### config.mk
export PLATFORM = sky130hd
export DESIGN_NAME = shade_light
export DESIGN_NICKNAME = d
export VERILOG_FILES = /design/src/rtl/shade_light.sv
export SDC_FILE = /design/constraint.sdc
export NUM_CORES = 1
export LEC_CHECK = 0
export ABC_AREA = 1
export BUFFER_PORTS_ARGS = -buffer_cell sky130_fd_sc_hd__buf_2
export CORE_MARGIN = 5
export CORE_UTILIZATION = 60
export CTS_BUF_LIST = sky130_fd_sc_hd__clkbuf_4
export DETAILED_ROUTE_END_ITERATION = 10
export GPL_ROUTABILITY_DRIVEN = 0
export GPL_TIMING_DRIVEN = 0
export PLACE_DENSITY_LB_ADDON = 0.05
export SLEW_MARGIN = 0
export SYNTH_ARGS = -nofsm -noshare
export SYNTH_HDL_FRONTEND = slang
export SYNTH_SLANG_ARGS = --single-unit
### constraint.sdc
create_clock -name clk -period 10.2 [get_ports clk]
set_clock_uncertainty 0.15 [all_clocks]
set_input_delay 0.51 -clock clk [delete_from_list [all_inputs] [get_ports clk]]
set_output_delay 0.51 -clock clk [all_outputs]
set_load 0.01 [all_outputs]
### src/rtl/shade_light.sv
// shade_light: Lambertian shading of one captured hit against four lights,
// one light per cycle, followed by distance fog, ambient floor and a
// valid/ready output stage.
module shade_light #(
   parameter int unsigned AMBIENT = 16
) (
   input  logic              clk,
   input  logic              rst_n,
   input  logic              hit_valid,
   input  logic [9:0]        hit_dist,
   input  logic              hit_rev,
   input  logic [1:0]        hit_normal_dir,
   input  logic signed [9:0] dir_to_light_0_x,
   input  logic signed [9:0] dir_to_light_0_y,
   input  logic signed [9:0] dir_to_light_0_z,
   input  logic signed [9:0] dir_to_light_1_x,
   input  logic signed [9:0] dir_to_light_1_y,
   input  logic signed [9:0] dir_to_light_1_z,
   input  logic signed [9:0] dir_to_light_2_x,
   input  logic signed [9:0] dir_to_light_2_y,
   input  logic signed [9:0] dir_to_light_2_z,
   input  logic signed [9:0] dir_to_light_3_x,
   input  logic signed [9:0] dir_to_light_3_y,
   input  logic signed [9:0] dir_to_light_3_z,
   output logic              in_ready,
   output logic              out_valid,
   input  logic              out_ready,
   output logic [7:0]        shade,
   output logic [9:0]        shade_dist,
   output logic [7:0]        drop_cnt
);

   localparam int unsigned DW = 10;   // distance / vector component width
   localparam int unsigned MW = 11;   // widened signed n and unsigned |L|_1
   localparam int unsigned AW = 9;    // accumulator width
   localparam int unsigned PW = 17;   // n << 6 before normalisation
   localparam int unsigned SW = 10;   // ambient + fogged sum before clamp
   localparam int unsigned NL = 4;    // number of lights

   typedef enum logic [2:0] {
      S_IDLE = 3'd0,
      S_L0   = 3'd1,
      S_L1   = 3'd2,
      S_L2   = 3'd3,
      S_L3   = 3'd4,
      S_OUT  = 3'd5
   } state_t;

   state_t state_q, state_d;

   logic [DW-1:0]        dist_q;
   logic                 rev_q;
   logic [1:0]           ndir_q;
   logic signed [DW-1:0] lx_q [NL];
   logic signed [DW-1:0] ly_q [NL];
   logic signed [DW-1:0] lz_q [NL];
   logic [AW-1:0]        acc_q;

   logic                 accept_c;
   logic                 drop_c;
   logic [1:0]           li_c;
   logic signed [DW-1:0] cx_c, cy_c, cz_c;
   logic signed [MW-1:0] c_c, n_c;
   logic [MW-1:0]        m_c;
   logic [3:0]           s_c;
   logic [AW-1:0]        contrib_c;
   logic [AW-1:0]        acc_sum_c;
   logic [AW-1:0]        fog_c;
   logic [SW-1:0]        lit_c;
   logic [7:0]           shade_c;

   // Absolute value widened by one bit so that |-512| = 512 is representable.
   function automatic logic [MW-1:0] abs_w(input logic signed [DW-1:0] v);
      logic signed [MW-1:0] w;
      w = MW'(v);
      return w[MW-1] ? $unsigned(-w) : $unsigned(w);
   endfunction

   // Handshake qualifiers: accept only in IDLE, everything else is a drop.
   always_comb begin
      accept_c = hit_valid && (state_q == S_IDLE);
      drop_c   = hit_valid && (state_q != S_IDLE);
   end

   // FSM state register.
   always_ff @(posedge clk or negedge rst_n) begin
      if (!rst_n) state_q <= S_IDLE;
      else        state_q <= state_d;
   end

   // FSM next-state: four light cycles, then hold in OUT until consumed.
   always_comb begin
      state_d = state_q;
      li_c    = 2'd0;
      case (state_q)
         S_IDLE: if (hit_valid) state_d = S_L0;
         S_L0: begin li_c = 2'd0; state_d = S_L1; end
         S_L1: begin li_c = 2'd1; state_d = S_L2; end
         S_L2: begin li_c = 2'd2; state_d = S_L3; end
         S_L3: begin li_c = 2'd3; state_d = S_OUT; end
         S_OUT: if (out_ready) state_d = S_IDLE;
         default: state_d = S_IDLE;
      endcase
   end

   // Per-light N.L/|L| approximation: (n << 6) >> msb(|dx|+|dy|+|dz|).
   always_comb begin
      cx_c = lx_q[li_c];
      cy_c = ly_q[li_c];
      cz_c = lz_q[li_c];
      c_c  = '0;
      case (ndir_q)
         2'd0:    c_c = MW'(cx_c);
         2'd1:    c_c = MW'(cy_c);
         2'd2:    c_c = MW'(cz_c);
         default: c_c = '0;
      endcase
      n_c = rev_q ? -c_c : c_c;
      m_c = abs_w(cx_c) + abs_w(cy_c) + abs_w(cz_c);
      s_c = 4'd0;
      for (int i = 0; i < int'(MW); i++) begin
         if (m_c[i]) s_c = 4'(i);
      end
      if (n_c[MW-1] || (n_c == '0) || (m_c == '0) || (ndir_q == 2'd3))
         contrib_c = '0;
      else
         contrib_c = AW'((PW'($unsigned(n_c)) << 6) >> s_c);
      acc_sum_c = acc_q + contrib_c;
   end

   // Fog by distance bucket, ambient floor, clamp to 8 bits.
   always_comb begin
      fog_c   = acc_sum_c >> dist_q[DW-1:DW-2];
      lit_c   = SW'(AMBIENT) + SW'(fog_c);
      shade_c = (lit_c > SW'(255)) ? 8'hFF : lit_c[7:0];
   end

   // Hit capture and light accumulation.
   always_ff @(posedge clk or negedge rst_n) begin
      if (!rst_n) begin
         dist_q <= '0;
         rev_q  <= 1'b0;
         ndir_q <= '0;
         acc_q  <= '0;
         for (int k = 0; k < int'(NL); k++) begin
            lx_q[k] <= '0;
            ly_q[k] <= '0;
            lz_q[k] <= '0;
         end
      end else if (accept_c) begin
         dist_q  <= hit_dist;
         rev_q   <= hit_rev;
         ndir_q  <= hit_normal_dir;
         acc_q   <= '0;
         lx_q[0] <= dir_to_light_0_x;
         ly_q[0] <= dir_to_light_0_y;
         lz_q[0] <= dir_to_light_0_z;
         lx_q[1] <= dir_to_light_1_x;
         ly_q[1] <= dir_to_light_1_y;
         lz_q[1] <= dir_to_light_1_z;
         lx_q[2] <= dir_to_light_2_x;
         ly_q[2] <= dir_to_light_2_y;
         lz_q[2] <= dir_to_light_2_z;
         lx_q[3] <= dir_to_light_3_x;
         ly_q[3] <= dir_to_light_3_y;
         lz_q[3] <= dir_to_light_3_z;
      end else if ((state_q == S_L0) || (state_q == S_L1) ||
                   (state_q == S_L2) || (state_q == S_L3)) begin
         acc_q <= acc_sum_c;
      end
   end

   // Registered output stage; held stable under backpressure.
   always_ff @(posedge clk or negedge rst_n) begin
      if (!rst_n) begin
         out_valid  <= 1'b0;
         shade      <= '0;
         shade_dist <= '0;
         in_ready   <= 1'b1;
      end else begin
         in_ready <= (state_d == S_IDLE);
         if (state_q == S_L3) begin
            out_valid  <= 1'b1;
            shade      <= shade_c;
            shade_dist <= dist_q;
         end else if ((state_q == S_OUT) && out_ready) begin
            out_valid <= 1'b0;
         end
      end
   end

   // Saturating count of hits offered while busy.
   always_ff @(posedge clk or negedge rst_n) begin
      if (!rst_n)                       drop_cnt <= '0;
      else if (drop_c && (drop_cnt != 8'hFF)) drop_cnt <= drop_cnt + 8'd1;
   end

endmodule
# [After elaboration in Yosys (flattened, before gate mapping)]
# Index checks and enable logic that the tools add are counted.
[totals] regBits=173 output_inout_bits=28 wordCells=97
[classes] addsub=9 magnitude_cmp=2 n_eq_ne=9 shifts=2 n_mux=34 n_bitwise=1 n_reduce_logical=18
[op_table] operator="$bmux W10 S2" n=3
[op_table] operator="$mux W10" n=6
[op_table] operator="$mux W11" n=4
[op_table] operator="$mux W4" n=9
[op_table] operator="$neg A10 Y11" n=3
[op_table] operator="$pmux W11 S3" n=1
[op_table] operator="$mux W9" n=3
[op_table] operator="$add A11 B11 Y11" n=2
[op_table] operator="$logic_not A11 Y1" n=2
[op_table] operator="$pmux W3 S6" n=1
[op_table] operator="$shr A17 B4 Y9" n=1
[op_table] operator="$neg A11 Y11" n=1
[op_table] operator="$add A5 B9 Y10 const A" n=1
[op_table] operator="$gt A10 B8 Y1 const B" n=1
[op_table] operator="$add A9 B9 Y9" n=1
[op_table] operator="$shr A9 B2 Y9" n=1
[op_table] operator="$add A8 B1 Y8 const B" n=1
[op_table] operator="$mux W8" n=1
[op_table] operator="$ne A8 B8 Y1 const B" n=1
[op_table] operator="$eq A3 B2 Y1 const B" n=2
[op_table] operator="$eq A3 B3 Y1 const B" n=2
[op_table] operator="$logic_not A3 Y1" n=2
[op_table] operator="$logic_or A1 B1 Y1" n=6
[op_table] operator="$mux W3" n=2
[op_table] operator="11 further kinds" n=18

# [Longest topological paths before layout]
[logic_depth] word_depth=27 ltp_mapped=57 mapped_depth_nobuf=55

# [Worst setup path after synthesis]
# OpenSTA, ideal clock, no wires.
[synth_path] path_kind="reg-to-reg" startpoint="register state_q[0]" endpoint="register shade[7]" setup_ns=0.118 arrival_ns=7.168 t_required_ns=9.932 path_slack_ns=2.764 path_stages_with_launch=54 synth_period_minus_slack_ns=7.436 cell_sequence="dfrtp_1 > buf_6 > inv_4 > nand3_4 > nand2_4 > buf_2 > nand2_1 > nand3_1 > nand2_1 > ha_1 > nand2_1 > o21ai_0 > fa_1 > ha_1 > inv_1 > fa_1 > nand3b_1 > nand2_1 > [18 not listed] > a21oi_1 > or2_2 > nand2_1 > a21oi_1 > xor2_1 > nand2_1 > o21ai_0 > nand2_1 > o21ai_0 > inv_1 > ha_1 > nand3_1 > nor2_2 > nand2_2 > nand2_4 > nand2_2 > nor2_2 > nor2_2"
[synth_between] elab_chain_len=27 elab_cells_between_ends=47 cone_classes="add/sub: 8; order compare: 1; eq/ne: 3; shift: 2; mux: 27; bitwise: 1; reduce/logical: 5"
[synth_lines] element="from (decl)" line="49" rtl="state_t state_q, state_d;"
[synth_lines] element="from (signal assigned)" line="88" rtl="else state_q <= state_d;"
[synth_lines] element="$eq A3 B3 Y1 / $eq A3 B2 Y1 (equally long branches)" line="95, 182"
[synth_lines] element="$pmux W2 S3" line="95" rtl="case (state_q)"
[synth_lines] element="$not A2 Y3 (not written as such)" line="108, 109, 110"
[synth_lines] element="$bmux W10 S2 (on tied branches)" line="108, 109"
[synth_lines] element="$mux W10 (on tied branches) (2 in a row)" line="108, 109"
[synth_lines] element="$neg A10 Y11" line="76" rtl="return w[MW-1] ? $unsigned(-w) : $unsigned(w);"
[synth_lines] element="$mux W11" line="76"
[synth_lines] element="$add A11 B11 Y11 (2 in a row)" line="119" rtl="m_c = abs_w(cx_c) + abs_w(cy_c) + abs_w(cz_c);"
[synth_lines] element="$mux W1" line="122" rtl="if (m_c[i]) s_c = 4'(i);"
[synth_lines] element="$mux W4 (9 in a row)" line="122"
[synth_lines] element="$shr A17 B4 Y9" line="127" rtl="contrib_c = AW'((PW'($unsigned(n_c)) << 6) >> s_c);"
[synth_lines] element="$mux W9" line="124" rtl="if (n_c[MW-1] || (n_c == '0) || (m_c == '0) || (ndir_q == 2'd3))"
[synth_lines] element="$add A9 B9 Y9" line="128" rtl="acc_sum_c = acc_q + contrib_c;"
[synth_lines] element="$shr A9 B2 Y9" line="133" rtl="fog_c = acc_sum_c >> dist_q[DW-1:DW-2];"
[synth_lines] element="$add A5 B9 Y10" line="134" rtl="lit_c = SW'(AMBIENT) + SW'(fog_c);"
[synth_lines] element="$gt A10 B8 Y1" line="135" rtl="shade_c = (lit_c > SW'(255)) ? 8'hFF : lit_c[7:0];"
[synth_lines] element="$mux W8" line="135"
[synth_lines] element="to (signal assigned)" line="177" rtl="shade <= '0;"
[synth_lines] element="to (signal assigned)" line="184" rtl="shade <= shade_c;"
[synth_lines] element="to (decl)" line="28" rtl="output logic [7:0] shade,"
# Several ways; a longest one is shown, not always the timed one. The select of a mux whose other input is x is not followed.
# A chain may end at the register's enable or synchronous reset.

# [Worst setup path in the final report]
[layout_path] startpoint="register state_q[1]" endpoint="register shade[6]"
# The elaborated chain is that of the path after synthesis.

==> flow_metrics.py <==
metrics = {
    "synth": {
        "synth.cells.most_frequent": "286 x nand2_1, 172 x dfrtp_1, 163 x inv_1, 118 x nand3_1, 115 x nor2_1",
        "syn_area_per_cell_um2": 8.04,
        "postSynth.asyncResetShare_pct": 100,
        "synthesis.nets": 1507,
        "syn_inst": 1334,
        "synth_largest_area_cell": "dfrtp_1",
        "synth_edf_count": 0,
        "synthTopCellsByArea": "dfrtp_1 40%, nand2_1 10%, mux2_2 8.6%, inv_1 5.7%, nand3_1 5.5%",
        "yosys_warnings": 0,
        "synth_top_area_share_pct": 40.1,
        "ys.flop_type": "dfrtp_1",
        "ys_ff_latch": 173,
        "ys_types": 49,
        "syn-cell-area_um2": 10700,
        "seq_area_frac_synth_pct": 40.4,
        "synth_most_common_cell": "nand2_1",
    },
    "critical_path": {
        "setup.worst_path.class": "flip-flop to flip-flop",
        "r2r_end": "shade[6]$_DFFE_PN0P_",
        "ff2ff_path_depth": 53,
        "r2r-start": "state_q[1]$_DFF_PN0_",
        "worst_ep_arrival_time_ps": 9300,
        "r2r_slack_ps": 1270,
        "crit_slowest_cell": "fa_1",
        "critPathMaxStageDelay_ps": 480,
        "crit_path_end_kind": "flip-flop",
        "cp.required_ps": 10570,
        "startpoint": "state_q[1]$_DFF_PN0_",
        "cp_common_cell": "nand2_1",
        "worst_setup_path_start_kind": "flip-flop",
        "cp-endpoint": "shade[6]$_DFFE_PN0P_",
        "cp_max_fo": 10,
    },
    "sta": {
        "rsz0062_at_grt": "no",
        "max_slew.worst_pin.slew_ps": 787,
        "finalCritPeriodShare_pct": 87.5,
        "hold_viol": 0,
        "finalSetupTns_ps": 0,
        "finalSetupViolations": 0,
        "relSlewSlack_pct": 47.3,
        "period_needed_ps": 8930,
        "slew_viol_final": 0,
        "max_freq_mhz": 112,
        "setup_ws_ps": 1270,
    },
    "floorplanning": {
        "die_area_um2": 20600,
        "rows": 48,
        "top_level_ports": 165,
        "die_w_um": 144,
        "initial_core_util_pct": 61.6,
        "core_area_um2": 17400,
        "die_height_um": 144,
    },
    "placement": {
        "pre_cts_ws_ps": 1360,
        "portBuffers": 164,
        "dp_hpwl_um": 23000,
    },
    "drt": {
        "drt_iter0_drc": 794,
        "first_pass_iters": 5,
        "post_drt_wl_per_cell_um": 17.1,
        "vias": 10200,
        "wirelength_um": 31600,
        "drcViolationCount": 0,
        "vias_per_cell": 5.51,
        "antenna_left": 0,
    },
    "clocking": {
        "insertion_delay_ps": 600,
        "cts.sinks": 173,
        "cts_buffer_depth": 2,
        "postCtsSetupRepairBufs": 0,
        "cts_tree": "built",
        "htree_num_levels": 4,
        "path_clk_slew_ps": 160,
        "cts_made_buffers": 17,
        "root_buffer": "clkbuf_4",
    },
    "cells_and_area": {
        "drive_above_1_share_pct": 22.7,
        "synthToLayoutAreaGrowth_pct": 22.0,
        "multiInputGateArea_um2": 5480,
        "fin_nets": 1786,
        "seq_area_um2": 4330,
        "n_fill_cell": 1320,
        "utilization_pct": 75.1,
    },
    "grt": {
        "grt_pass1_vias": 10000,
        "antenna_found_initial": 2,
        "grt_pass1_wl_um": 50700,
        "grt_util_all_layers_pct": 31.4,
        "grt_max_degree": 123,
        "grt_overflow": 0,
    },
    "job": {
        "max_cap_viol_count": 0,
    },
    "min_path": {
        "hold_path.class": "primary input to flip-flop",
    },
    "status": {
        "status": "completed",
    },
}
## flip-flops by register name (all words and copies together) (netlist names)
register,flops
shade_dist,10
ly_q,40
drop_cnt,8
shade,8
lx_q,40
dist_q,10
state_q,3
rev_q,1
in_ready,1
acc_q,9
lz_q,40
out_valid,1
ndir_q,2
## layout make-up
type	instances	area share [%]
Tap cell	225	2.15
Timing Repair Buffer	260	13.8
Inverter	173	5.02
Clock buffer	18	1.03
Antenna cell	2	0.0383
Buffer	48	1.91
Clock inverter	14	1.00
Sequential cell	173	33.1
Multi-Input combinational cell	940	41.9
## cells in the final DEF (no fill, tap or decap), drive strengths merged, types with 2 or more instances in the layout
master,count
clkinvlp,2
nor3,12
nor4,2
xnor2,10
nand3b,5
and2,3
a211oi,2
clkinv,7
dlygate4sd3,95
dfrtp,172
a31oi,7
mux2,82
nand2,302
xor2,29
fa,12
o21ai,58
nor2,130
nand4,15
o21bai,5
a21oi,74
o2111ai,2
buf,189
clkbuf,42
nand3,128
o22ai,7
diode,2
ha,24
inv,177
or2,23
## metal layers
metal	routed length, µm	vias up	global-route usage [%]
met5	0	-	0
met4	1080	0	10.8
li1	-	4871	-
met3	2370	90	5.66
met2	15000	444	51.3
met1	13200	4811	42.5
## repair_timing
item / 4_1_cts / 5_1_grt
resized for setup: 0 / 0
hold buffers: 93 / 2
endpoints found under the hold margin: 143 / 2
## per-stage QoR
stage | hold slack, ps | instance area (µm²) | cells
2_1_floorplan | 64.4 | 10700 | 1334
3_3_place_gp | 296 | 11800 | 1723
3_5_place_dp | 302 | 11900 | 1724
4_1_cts | 0.392 | 13100 | 1849
5_1_grt | 7.23 | 13100 | 1852
6_report | 20.1 | 13100 | 1853
## critical path: cells and delay by family (launching register included)
family	cells	cell delay, ps
and+or+nand+nor	28	3910
adders and majority gates	5	1580
AOI/OAI and AO/OA	9	1290
buffers and inverters	9	1100
DFF	1	440
xor gates and xnor gates	2	430
## worst min-delay path by stage
stage | cells after the start | slack, ps | to | from
after detailed placement | 2 | 300 | shade_dist[0]$_DFFE_PN0P_ | dist_q[0]$_DFFE_PN0P_
after global placement | 2 | 300 | shade_dist[2]$_DFFE_PN0P_ | dist_q[2]$_DFFE_PN0P_
after global routing | 2 | 7 | lz_q[30]$_DFFE_PN0P_ | dir_to_light_0_z[0]
after floorplan | 0 | 60 | acc_q[0]$_DFFE_PN0P_ | rst_n
final | 2 | 20 | lz_q[30]$_DFFE_PN0P_ | dir_to_light_0_z[0]
after CTS | 2 | 0.4 | ly_q[8]$_DFFE_PN0P_ | dir_to_light_3_y[8]
## logic make-up (layout without fill, tap and decap cells)
| kind of cell | Yosys count | count (layout) | share of synthesized area [%] |
|---|---|---|---|
| AND/OR/NAND/NOR | 623 | 623 | 26.3 |
| buffers and inverters | 221 | 513 | 8.46 |
| flip-flops | 173 | 173 | 40.4 |
| AO/OA/AOI/OAI | 160 | 160 | 8.04 |
| multiplexers | 82 | 82 | 8.61 |
| XOR/XNOR | 39 | 39 | 3.19 |
| adder cells (fa/ha/maj) | 36 | 36 | 5.04 |
| other | 0 | 2 | 0 |
Power is left out: the tool's default activity adds up to more than one toggle a clock period on the data nets, which glitch-free logic cannot reach.
